<file path="config.mk">
export PLATFORM = sky130hd
export DESIGN_NAME = ser_bitstream_src
export DESIGN_NICKNAME = d
export VERILOG_FILES = /design/src/rtl/ser_pkg.sv /design/src/rtl/ser_bitstream_src.sv
export SDC_FILE = /design/constraint.sdc
export NUM_CORES = 1
export LEC_CHECK = 0
export ABC_AREA = 1
export CORE_MARGIN = 2
export CORE_UTILIZATION = 45
export CTS_BUF_LIST = sky130_fd_sc_hd__clkbuf_2 sky130_fd_sc_hd__clkbuf_4 sky130_fd_sc_hd__clkbuf_8
export DETAILED_ROUTE_END_ITERATION = 7
export PLACE_DENSITY = 0.74
export SLEW_MARGIN = 0
export SYNTH_ARGS = -nofsm -noshare
export SYNTH_HDL_FRONTEND = slang
export SYNTH_SLANG_ARGS = --single-unit
</file>
<file path="constraint.sdc">
create_clock -name clk -period 2.18 [get_ports clk]
set_clock_uncertainty 0.2 [all_clocks]
set_input_delay 0.436 -clock clk [delete_from_list [all_inputs] [get_ports clk]]
set_output_delay 0.436 -clock clk [all_outputs]
set_load 0.01 [all_outputs]
</file>
<file path="src/rtl/ser_pkg.sv">
// ser_pkg: shared state encoding and sizing helpers for the serial bitstream source.
package ser_pkg;
  typedef enum logic [1:0] {IDLE, SHIFT, PARITY} ser_state_t;
  localparam int SER_MAX_WIDTH = 32;
  function automatic int cnt_w(input int w);
    return (w < 2) ? 1 : $clog2(w);
  endfunction
endpackage

</file>
<file path="src/rtl/ser_bitstream_src.sv">
// ser_bitstream_src: valid/ready word in, gapless serial bitstream out to the sequence detector.
// Define SER_PARITY_EN to append an even-parity bit cycle after each word.
module ser_bitstream_src
  import ser_pkg::*;
#(
  parameter int WIDTH     = 8,
  parameter bit MSB_FIRST = 1
) (
  input  logic             clk,
  input  logic             reset,
  input  logic             in_valid,
  input  logic [WIDTH-1:0] in_data,
  output logic             in_ready,
  output logic             x,
  output logic             x_valid,
  output logic             busy,
  output logic             word_done
);
  localparam int CW = cnt_w(WIDTH);
  localparam logic [CW-1:0] LAST = CW'(WIDTH - 1);
`ifdef SER_PARITY_EN
  localparam bit PAR = 1'b1;
`else
  localparam bit PAR = 1'b0;
`endif
  ser_state_t state, state_n;
  logic [WIDTH-1:0] sh, sh_n, rev, ld;
  logic [CW-1:0] bit_cnt, bit_cnt_n;
  logic par, par_n, x_n, x_valid_n, busy_n, word_done_n, acc, last;
  assign rev = {<<{in_data}};
  // the shifter always drains from the top, so LSB-first words are loaded reversed
  assign ld = MSB_FIRST ? in_data : rev;
  assign last = (state == SHIFT) && (bit_cnt == LAST);
`ifdef SER_PARITY_EN
  assign in_ready = (state == IDLE) || (state == PARITY);
`else
  assign in_ready = (state == IDLE) || last;
`endif
  assign acc = in_valid & in_ready;
  always_comb begin
    state_n     = state;
    sh_n        = sh;
    bit_cnt_n   = bit_cnt;
    par_n       = par;
    x_n         = 1'b0;
    x_valid_n   = 1'b0;
    busy_n      = 1'b0;
    word_done_n = 1'b0;
    if (acc) begin
      state_n   = SHIFT;
      sh_n      = ld << 1;
      bit_cnt_n = '0;
      par_n     = ^in_data;
      x_n       = ld[WIDTH-1];
      x_valid_n = 1'b1;
      busy_n    = 1'b1;
    end else if (state == SHIFT && !last) begin
      sh_n        = sh << 1;
      bit_cnt_n   = bit_cnt + 1'b1;
      x_n         = sh[WIDTH-1];
      x_valid_n   = 1'b1;
      busy_n      = 1'b1;
      word_done_n = !PAR && (bit_cnt_n == LAST);
    end else if (PAR && last) begin
      state_n     = PARITY;
      x_n         = par;
      x_valid_n   = 1'b1;
      busy_n      = 1'b1;
      word_done_n = 1'b1;
    end else begin
      state_n = IDLE;
    end
  end
  always_ff @(posedge clk or negedge reset) begin
    if (!reset) begin
      state     <= IDLE;
      sh        <= '0;
      bit_cnt   <= '0;
      par       <= 1'b0;
      x         <= 1'b0;
      x_valid   <= 1'b0;
      busy      <= 1'b0;
      word_done <= 1'b0;
    end else begin
      state     <= state_n;
      sh        <= sh_n;
      bit_cnt   <= bit_cnt_n;
      par       <= par_n;
      x         <= x_n;
      x_valid   <= x_valid_n;
      busy      <= busy_n;
      word_done <= word_done_n;
    end
  end
endmodule

</file>
==> results.tsv, run 1 <==
metric	value	unit
Max Cap Viol	0	
Setup Viol. Count Final	0	
status	complete, no violations	
Synth async-reset ratio	100	%
Area Overhead vs Synth	26.4	%
largest net degree at the start of global routing	22	
CTS tree	built	
Initial DRC Count	5	
measured slew at the worst slew-check pin	0.633	ns
unrepaired setup endpoints after global routing	false	
layout cells sized above 1	11.8	%
die height	41.9	microns
initial antenna violation count	0	
Primary FF master, synth	dfrtp_1	
PortBufs	15	
clk_lat worst skew	0.28	ns
num ports	16	
XOR/XNOR share of the synthesized area	0	%
number of buffers created by CTS	3	
post-synth top area share	54.3	%
Antenna Violating Nets Remaining	0	
Vias/cell	5.15	
Post-synth EDFFs	0	
Pre-antenna DRT Iters	4	
critical path arrival	1.44	ns
die width	41.9	microns
peak supply drop	0.753	mV
FF+latch count, synth	14	
vias in the first global route	490	
Detail Placement HPWL	846	microns
final worst slack	0.104	ns
Avg Inst Size Synth	9.36	sq um
Core Util, Final	61.9	%
Routed Wire Length	1230	microns
Synth Area in Compound Gates	1.55	%
GRT Util Overall	17.0	%
Vias	515	
final period utilization	95.2	%
slowest stage cell, crit path	dfrtp_1	
post-synthesis adder-cell area fraction	5.81	%
CTS Buffer Depth	2	
DRC	0	
wire per inst	12.3	microns
Hold Fails Final Rpt	0	
Post-Synthesis Net Count	83	
CP cell instances	ha_1 > ha_2 > inv_1 > nand2_2 > dlygate4sd2_1	
pwr dens	1180	nW/um^2
Cell variety after synth	13	
Yosys top cell by area	dfrtp_1	
CTS sink cnt	14	
largest family of logic cells by synthesized area	simple AND/OR/NAND/NOR gates	
crit path max fanout	3	
Max-slew headroom	57.6	%
Fin Setup TNS	0	ns
Post-Syn Area	646	sq um
ANT cells	0	
Syn Inst Count	69	
critical path required time	1.54	ns
Placer Congestion	0.668	
clk slew on worst S/H paths	0.08	ns
die area	1750	sq um
Period minus WS final	2.08	ns
dpl ws	0.170	ns
root buf cell	clkbuf_4	
mux contribution to synthesized area	0	%
Critical Path End Type	output pin	
largest cells by area after synthesis	dfrtp_1 54%, nand3_1 18%, nand2_1 8.7%	
static leakage	0.400	nW
H-tree depth	1	
gr ovfl total	0	
count leader, synth	nand3_1	
global-route wire length before repair	2190	microns
Initial Utilization	49.0	%
yosys warns	0	
post-synthesis simple-gate area fraction	29.1	%
Rows	13	
post-route cell area	816	sq um
core box area	1320	sq um
Min-Delay Path Class	register to register	
Setup CP Type	register to output pin	
CP max stage delay	0.41	ns
max-slew violations	0	
Max Clock Freq	482	MHz
sequential cell area fraction in the yosys report	54.3	%
nets@finish	101	
Synth top cells by count	23 x nand3_1, 15 x nand2_1, 14 x dfrtp_1	
DP Area	785	sq um
crit path launch type	register	
[timing repair]
action / CTS / global route
setup buffers: 0 / 1
pin swaps: 0 / 0
resized for setup: 1 / 1
hold buffers: 0 / 0
hold endpoints to repair: 0 / 0
setup endpoints to repair: 1 / 1
[flip-flops by register name (all words and copies together) (netlist names)]
| signal | cells |
|---|---|
| busy | 1 |
| sh | 7 |
| bit_cnt | 3 |
| word_done | 1 |
| x | 1 |
| state | 1 |
[worst paths after layout]
check	from	endpoint	slack, ns	depth (start not counted)
max in group asynchronous	reset	sh[6]$_DFFE_PN0P_	1.03	1
setup / recovery	bit_cnt[1]$_DFFE_PN0P_	in_ready	0.10	5
hold / removal	sh[5]$_DFFE_PN0P_	sh[6]$_DFFE_PN0P_	0.30	2
setup reg to reg	bit_cnt[1]$_DFFE_PN0P_	bit_cnt[0]$_DFFE_PN0P_	0.57	7
min in group asynchronous	reset	bit_cnt[0]$_DFFE_PN0P_	0.35	1
hold reg to reg	sh[5]$_DFFE_PN0P_	sh[6]$_DFFE_PN0P_	0.30	2
[routing by layer]
metal / track usage (%) / wire, microns / part of all wire (%)
met4: 7.74 / 20 / 1.6
met2: 28.4 / 618 / 50
met1: 17.7 / 515 / 42
met5: 0 / 0 / 0
met3: 8.26 / 73 / 5.9
[cell type report]
cell class / count / area (sq um)
repair buffers: 18 / 171
clock buffers: 3 / 22.5
flip-flops and latches: 14 / 350
multi-input cells: 46 / 238
inverters: 4 / 15.0
well taps: 15 / 18.8
fillers: 117 / 502
[per-stage QoR]
stage | total power (W) | hold slack (ns) | std cells
after global routing | 0.00105 | 0.323 | 100
after floorplan | 0.000679 | -0.0596 | 69
after CTS | 0.000956 | 0.300 | 99
after detailed placement | 0.000820 | 0.280 | 96
final | 0.000962 | 0.296 | 100
after global placement | 0.000793 | 0.273 | 96
[cells in the final DEF (no fill, tap or decap), types with 2 or more instances in the layout]
master	instances
clkdlybuf4s50_1	14
nand2_1	15
nand3_1	23
inv_1	3
clkbuf_4	3
buf_4	3
ha_1	2
dfrtp_1	14
[power by group]
part | internal, W | switching, W | leakage, nW
logic | 0.000188 | 0.000219 | 0.211
registers | 0.000359 | 0.0000509 | 0.175
clock network | 0.0000641 | 0.0000813 | 0.0138
[worst max-delay path: cells and delay by family, from the launching register on]
kind | cells | cell delay [ns]
buffers and inverters | 2 | 0.34
adders and majority gates | 2 | 0.37
DFF | 1 | 0.41
and+or+nand+nor | 1 | 0.05
[kinds of logic (layout without fill, tap and decap cells)]
logic type      Yosys count  in the layout
compound gates            2              2
simple gates             41             41
fa+ha+maj                 3              3
buf+inv                   9             25
flops                    14             14
Note: power is estimated with default switching activity, not from simulation.
==> run 2, diff against run 1 <==
- MAX_ROUTING_LAYER: not set -> met4
- REMOVE_ABC_BUFFERS: not set -> 1
- clock period: 2.18 -> 1.95 ns (I/O delays scaled with it)
==> run 2 against run 1 <==
Clock power increased by 49%. Global-route usage is 1.5 points lower. Non-clock buffer count is 1 higher. Core utilization grew 1.3 points. Hold slack lost 0.10 ns. Wire length shrank 4.2%. Worst setup slack got worse by 0.041 ns. Clock-buffer cell count up 1. Total power is 16% higher. Final cell count up 2.0%. Highest routed layer unchanged.
==> results.tsv, run 2 (synthesis gave the netlist of run 1 again) <==
metric	value	unit	change
critical path required time	1.36	ns	was 1.54 ns
clk_lat worst skew	0.29	ns	was 0.28 ns
Routed Wire Length	1180	microns	was 1230 microns
ANT cells	0		unchanged
critical path arrival	1.30	ns	was 1.44 ns
vias in the first global route	456		was 490
CTS tree	built		unchanged
Initial Utilization	49.0	%	unchanged
unrepaired setup endpoints after global routing	false		unchanged
Setup CP Type	register to output pin		unchanged
die area	1750	sq um	unchanged
Fin Setup TNS	0	ns	unchanged
clk slew on worst S/H paths	0.09	ns	was 0.08 ns
Setup Viol. Count Final	0		unchanged
FF-to-FF Start	bit_cnt[1]$_DFFE_PN0P_		unchanged
CTS Buffer Depth	2		unchanged
core box area	1320	sq um	unchanged
layout cells sized above 1	14.9	%	was 11.8%
Vias/cell	5.04		was 5.15
Regs by FF count	sh x7, bit_cnt x3		unchanged
max reg flops	7		unchanged
gr ovfl total	0		unchanged
Hold-fix buffers, CTS	0		unchanged
crit path max fanout	2		was 3
H-tree depth	1		unchanged
Min-Delay Path Class	input pin to asynchronous set/reset pin		was register to register
max-slew violations	0		unchanged
Placer Congestion	0.746		was 0.668
global-route wire length before repair	2010	microns	was 2190 microns
crit path launch type	register		unchanged
post-route insts no fill	102		was 100
Detail Placement HPWL	811	microns	was 846 microns
Vias	514		was 515
final period utilization	96.8	%	
cts repair resizes	5		was 1
CTS sink cnt	14		unchanged
post-CTS setup buffers	0		unchanged
PortBufs	15		unchanged
flop2flop setup slack	0.40	ns	was 0.57 ns
die height	41.9	microns	unchanged
measured slew at the worst slew-check pin	0.357	ns	was 0.633 ns
num ports	16		unchanged
Rows	13		unchanged
commonest non-fill, non-tap cell in the layout	nand3_1		unchanged
GRT Util Overall	15.4	%	was 17.0%
reg2reg end	bit_cnt[0]$_DFFE_PN0P_		unchanged
dpl cells	98		was 96
Period minus WS final	1.89	ns	
nets@finish	102		was 101
die width	41.9	microns	unchanged
pwr dens	1340	nW/um^2	was 1180 nW/um^2
Hold Fails Final Rpt	0		unchanged
Largest Register	sh		unchanged
Antenna Violating Nets Remaining	0		unchanged
wire per inst	11.5	microns	was 12.3 microns
Critical Path End Type	output pin		unchanged
Min Hold Slack	0.193	ns	was 0.296 ns
initial antenna violation count	0		unchanged
Area Overhead vs Synth	29.1	%	was 26.4%
DRC	0		unchanged
largest net degree at the start of global routing	22		unchanged
static leakage	0.409	nW	was 0.400 nW
Max Clock Freq	530	MHz	
root buf cell	clkbuf_4		unchanged
most frequent cells in the layout	23 x nand3_1, 15 x nand2_1, 14 x dfrtp_1, 14 x clkdlybuf4s50_1, 4 x buf_4		was 23 x nand3_1, 15 x nand2_1, 14 x dfrtp_1, 14 x clkdlybuf4s50_1
Max Cap Viol	0		unchanged
status	complete, no violations		unchanged
Pre-antenna DRT Iters	3		was 4
number of buffers created by CTS	3		unchanged
worst r2r path cells	7		unchanged
Max-slew headroom	76.2	%	was 57.6%
Initial DRC Count	4		was 5
peak supply drop	0.843	mV	was 0.753 mV
==> run 2: cell types whose count changed in the layout (fill, tap and decap cells not counted), sizes merged <==
cell	previous run	this run
buf	3	5
dlygate4sd2	1	0
clkbuf	3	4
==> run 2: critical path, stage by stage (launching register included) <==
cell     delay, ns
dfrtp_1       0.40
ha_1          0.19
ha_2          0.18
inv_1         0.06
nand2_2       0.04
buf_2         0.13
==> run 2: stage by stage <==
step / utilization, % / cell area (sq um) / total power (W) / setup WS, ns
5_1_grt: 63.2 / 833 / 0.00120 / 0.000305
6_report: 63.2 / 833 / 0.00111 / 0.0632
3_5_place_dp: 60.7 / 800 / 0.000918 / 0.0201
3_3_place_gp: 60.7 / 800 / 0.000908 / 0.0242
4_1_cts: 63.2 / 833 / 0.00113 / 0.0546
2_1_floorplan: - / 601 / 0.000715 / 0.367
==> run 2: layout make-up <==
class                      instances  area (sq um)
fill                             117           484
sequential                        14           350
clock buffer                       4          36.3
multi-input combinational         46           238
timing repair buffer              19           175
inverter                           4          15.0
tap                               15          18.8
==> run 2: worst max-delay path by stage <==
stage / from / endpoint / slack [ns] / cells after the start
final: bit_cnt[1]$_DFFE_PN0P_ / in_ready / 0.06 / 5
after global routing: bit_cnt[1]$_DFFE_PN0P_ / in_ready / 0.0003 / 5
after CTS: bit_cnt[0]$_DFFE_PN0P_ / in_ready / 0.05 / 5
after detailed placement: bit_cnt[0]$_DFFE_PN0P_ / in_ready / 0.02 / 5
after global placement: bit_cnt[0]$_DFFE_PN0P_ / in_ready / 0.02 / 5
after floorplan: bit_cnt[1]$_DFFE_PN0P_ / in_ready / 0.37 / 4
==> run 2: power breakdown <==
group | internal, W | total (W) | switching (W)
logic | 0.000205 | 0.000443 | 0.000238
clock network | 0.000114 | 0.000216 | 0.000103
registers | 0.000401 | 0.000453 | 0.0000520
==> run 2: layer usage <==
metal  track usage [%]  share of wire (%)  up-vias
met5                 -                  0        -
met4              7.74                2.1        0
met3              2.61                3.4        3
met2              23.1                 46        8
met1              20.2                 49      239
li1                  -                  -      264
==> RTL edit (config.mk and constraints of run 2) <==
The parameter `WIDTH` goes from 8 to 6.
--- a/src/rtl/ser_bitstream_src.sv
+++ b/src/rtl/ser_bitstream_src.sv
@@ -3,7 +3,7 @@
 module ser_bitstream_src
   import ser_pkg::*;
 #(
-  parameter int WIDTH     = 8,
+  parameter int WIDTH     = 6,
   parameter bit MSB_FIRST = 1
 ) (
   input  logic             clk,
Interface: changed (resized in_data); port bits go from 16 to 14. No check against the original RTL was run, so the function may have changed too.
==> RTL edit against run 2 <==
Final area decreased by 13%; synthesized area is 14% lower; global-route usage grew 2.8 points; core utilization up 1.3 points; sequential cell count decreased by 2; fmax grew 1.6%; non-clock buffer count fell by 4; count of clock-buffer cells in the layout is 1 lower; die area decreased by 12%; total power shrank 9.6%; wire length fell by 19%; setup slack better by 0.030 ns; critical path type unchanged; highest routed layer unchanged.
==> RTL edit: results (changes against run 2) <==
stage,metric,value,unit,change
worst_setup_path,crit-path max FO,3,,was 2
final_layout,share of layout cells above drive strength 1,16.2,%,was 14.9%
final_layout,ant diodes,0,,unchanged
final_layout,Multi-input gate area,223,µm²,was 238 µm²
placed_design,pre-CTS setup slack,0.0457,ns,was 0.0201 ns
logic_synthesis,XOR/XNOR share of the synthesized area,1.57,%,was 0%
logic_synthesis,syn avg cell area,9.62,µm²,was 9.36 µm²
power,leakage power,0.358,nW,was 0.409 nW
logic_synthesis,ranking of synthesized cells by area,"dfrtp_1 54%, nand3_1 14%, nand2_1 8.1%, ha_1 6.7%, inv_1 3.4%",,"was dfrtp_1 54%, nand3_1 18%, nand2_1 8.7%, ha_1 5.8%, buf_4 3.5%"
final_layout,Non-clk bufs,15,,was 19
sta,Period minus WS final,1.86,ns,was 1.89 ns
sta,worst hold slack,0.264,ns,was 0.193 ns
power,Comb group,0.000452,W,was 0.000443 W
final_layout,Syn-to-layout area delta,30.3,%,was 29.1%
power,P_sw,0.000379,W,was 0.000393 W
logic_synthesis,Cells after Synth,58,,was 69
status,status,completed,,unchanged
final_layout,"Inverters, non-clock",5,,was 4
placed_design,"Cell Area, Placed",702,µm²,was 800 µm²
final_layout,register area,300,µm²,was 350 µm²
drt,drt total wl,957,µm,was 1180 µm
sta,Max Slew Vio Count,0,,unchanged
logic_synthesis,commonest cells in the netlist,"16 x nand3_1, 12 x dfrtp_1, 12 x nand2_1",,"was 23 x nand3_1, 15 x nand2_1, 14 x dfrtp_1"
power,Seq pwr share,40.8,%,was 40.7%
final_layout,non-clk buf share,20.0,%,was 21.0%
worst_setup_path,Reg2Reg Setup Slack,0.49,ns,was 0.40 ns
logic_synthesis,adder-cell share of the synthesized area,6.73,%,was 5.81%
drt,DR pass1 iterations,4,,was 3
cts,CTS Sinks,12,,was 14
final_layout,fill cell count,100,,was 117
final_layout,top flop regs,"sh: 5 flops, bit_cnt: 3 flops",,"was sh: 7 flops, bit_cnt: 3 flops"
placed_design,routability cong.,0.735,,was 0.746
power,peak supply drop,0.000755,V,was 0.000843 V
placed_design,Placed Cells,85,,was 98
cts,Worst-Skew Late Latency,0.26,ns,was 0.29 ns
worst_setup_path,critical path arrival,1.27,ns,was 1.30 ns
logic_synthesis,Synth Area in Compound Gates,3.36,%,was 1.55%
placed_design,DP HPWL,740,µm,was 811 µm
final_layout,clock-cell share of area,3.10,%,was 4.35%
cts,# resized after CTS,2,,was 5
global_route,GRT Overall Usage,18.2,%,was 15.4%
placed_design,I/O Buffers,13,,was 15
global_route,largest net degree at the start of global routing,15,,was 22
drt,WL/cell,10.9,µm,was 11.5 µm
logic_synthesis,asr flop ratio synth,100,%,unchanged
cts,CTS buffer count,3,,unchanged
drt,Vias,451,,was 514
cts,Clock transition at path regs,0.07,ns,was 0.09 ns
logic_synthesis,Main synth FF type,dfrtp_1,,unchanged
final_layout,count of multi-input gates,39,,was 46
logic_synthesis,"Seq/Total Area, Yosys",53.8,%,was 54.3%
sta,Max-Slew Margin vs Limit,65.3,%,was 76.2%
global_route,first-pass GRT wire length,1790,µm,was 2010 µm
RTL edit: logic make-up after synthesis:
| logic type | Yosys count |
|---|---|
| adder cells (fa/ha/maj) | 3 |
| AND/OR/NAND/NOR | 32 |
| flip-flops | 12 |
| buffers and inverters | 7 |
| AO/OA/AOI/OAI | 3 |
| XOR/XNOR | 1 |
RTL edit: worst paths after layout:
kind	end	startpoint	cells after the start
worst min register to register	x	sh[5]	2
max in group asynchronous	x	reset	1
worst max-delay path	in_ready	bit_cnt[1]	5
worst max register to register	bit_cnt[1]	bit_cnt[1]	7
min in group clk	x	sh[5]	2
worst min-delay path	word_done	reset	1
RTL edit: layer usage:
layer  vias up  GRT usage [%]  share of wire [%]
met4         0           10.3                1.5
met1       207           22.4                 45
met2        16           27.9                 48
met3         2           3.47                5.3
met5         -              -                  0
li1        226              -                  -
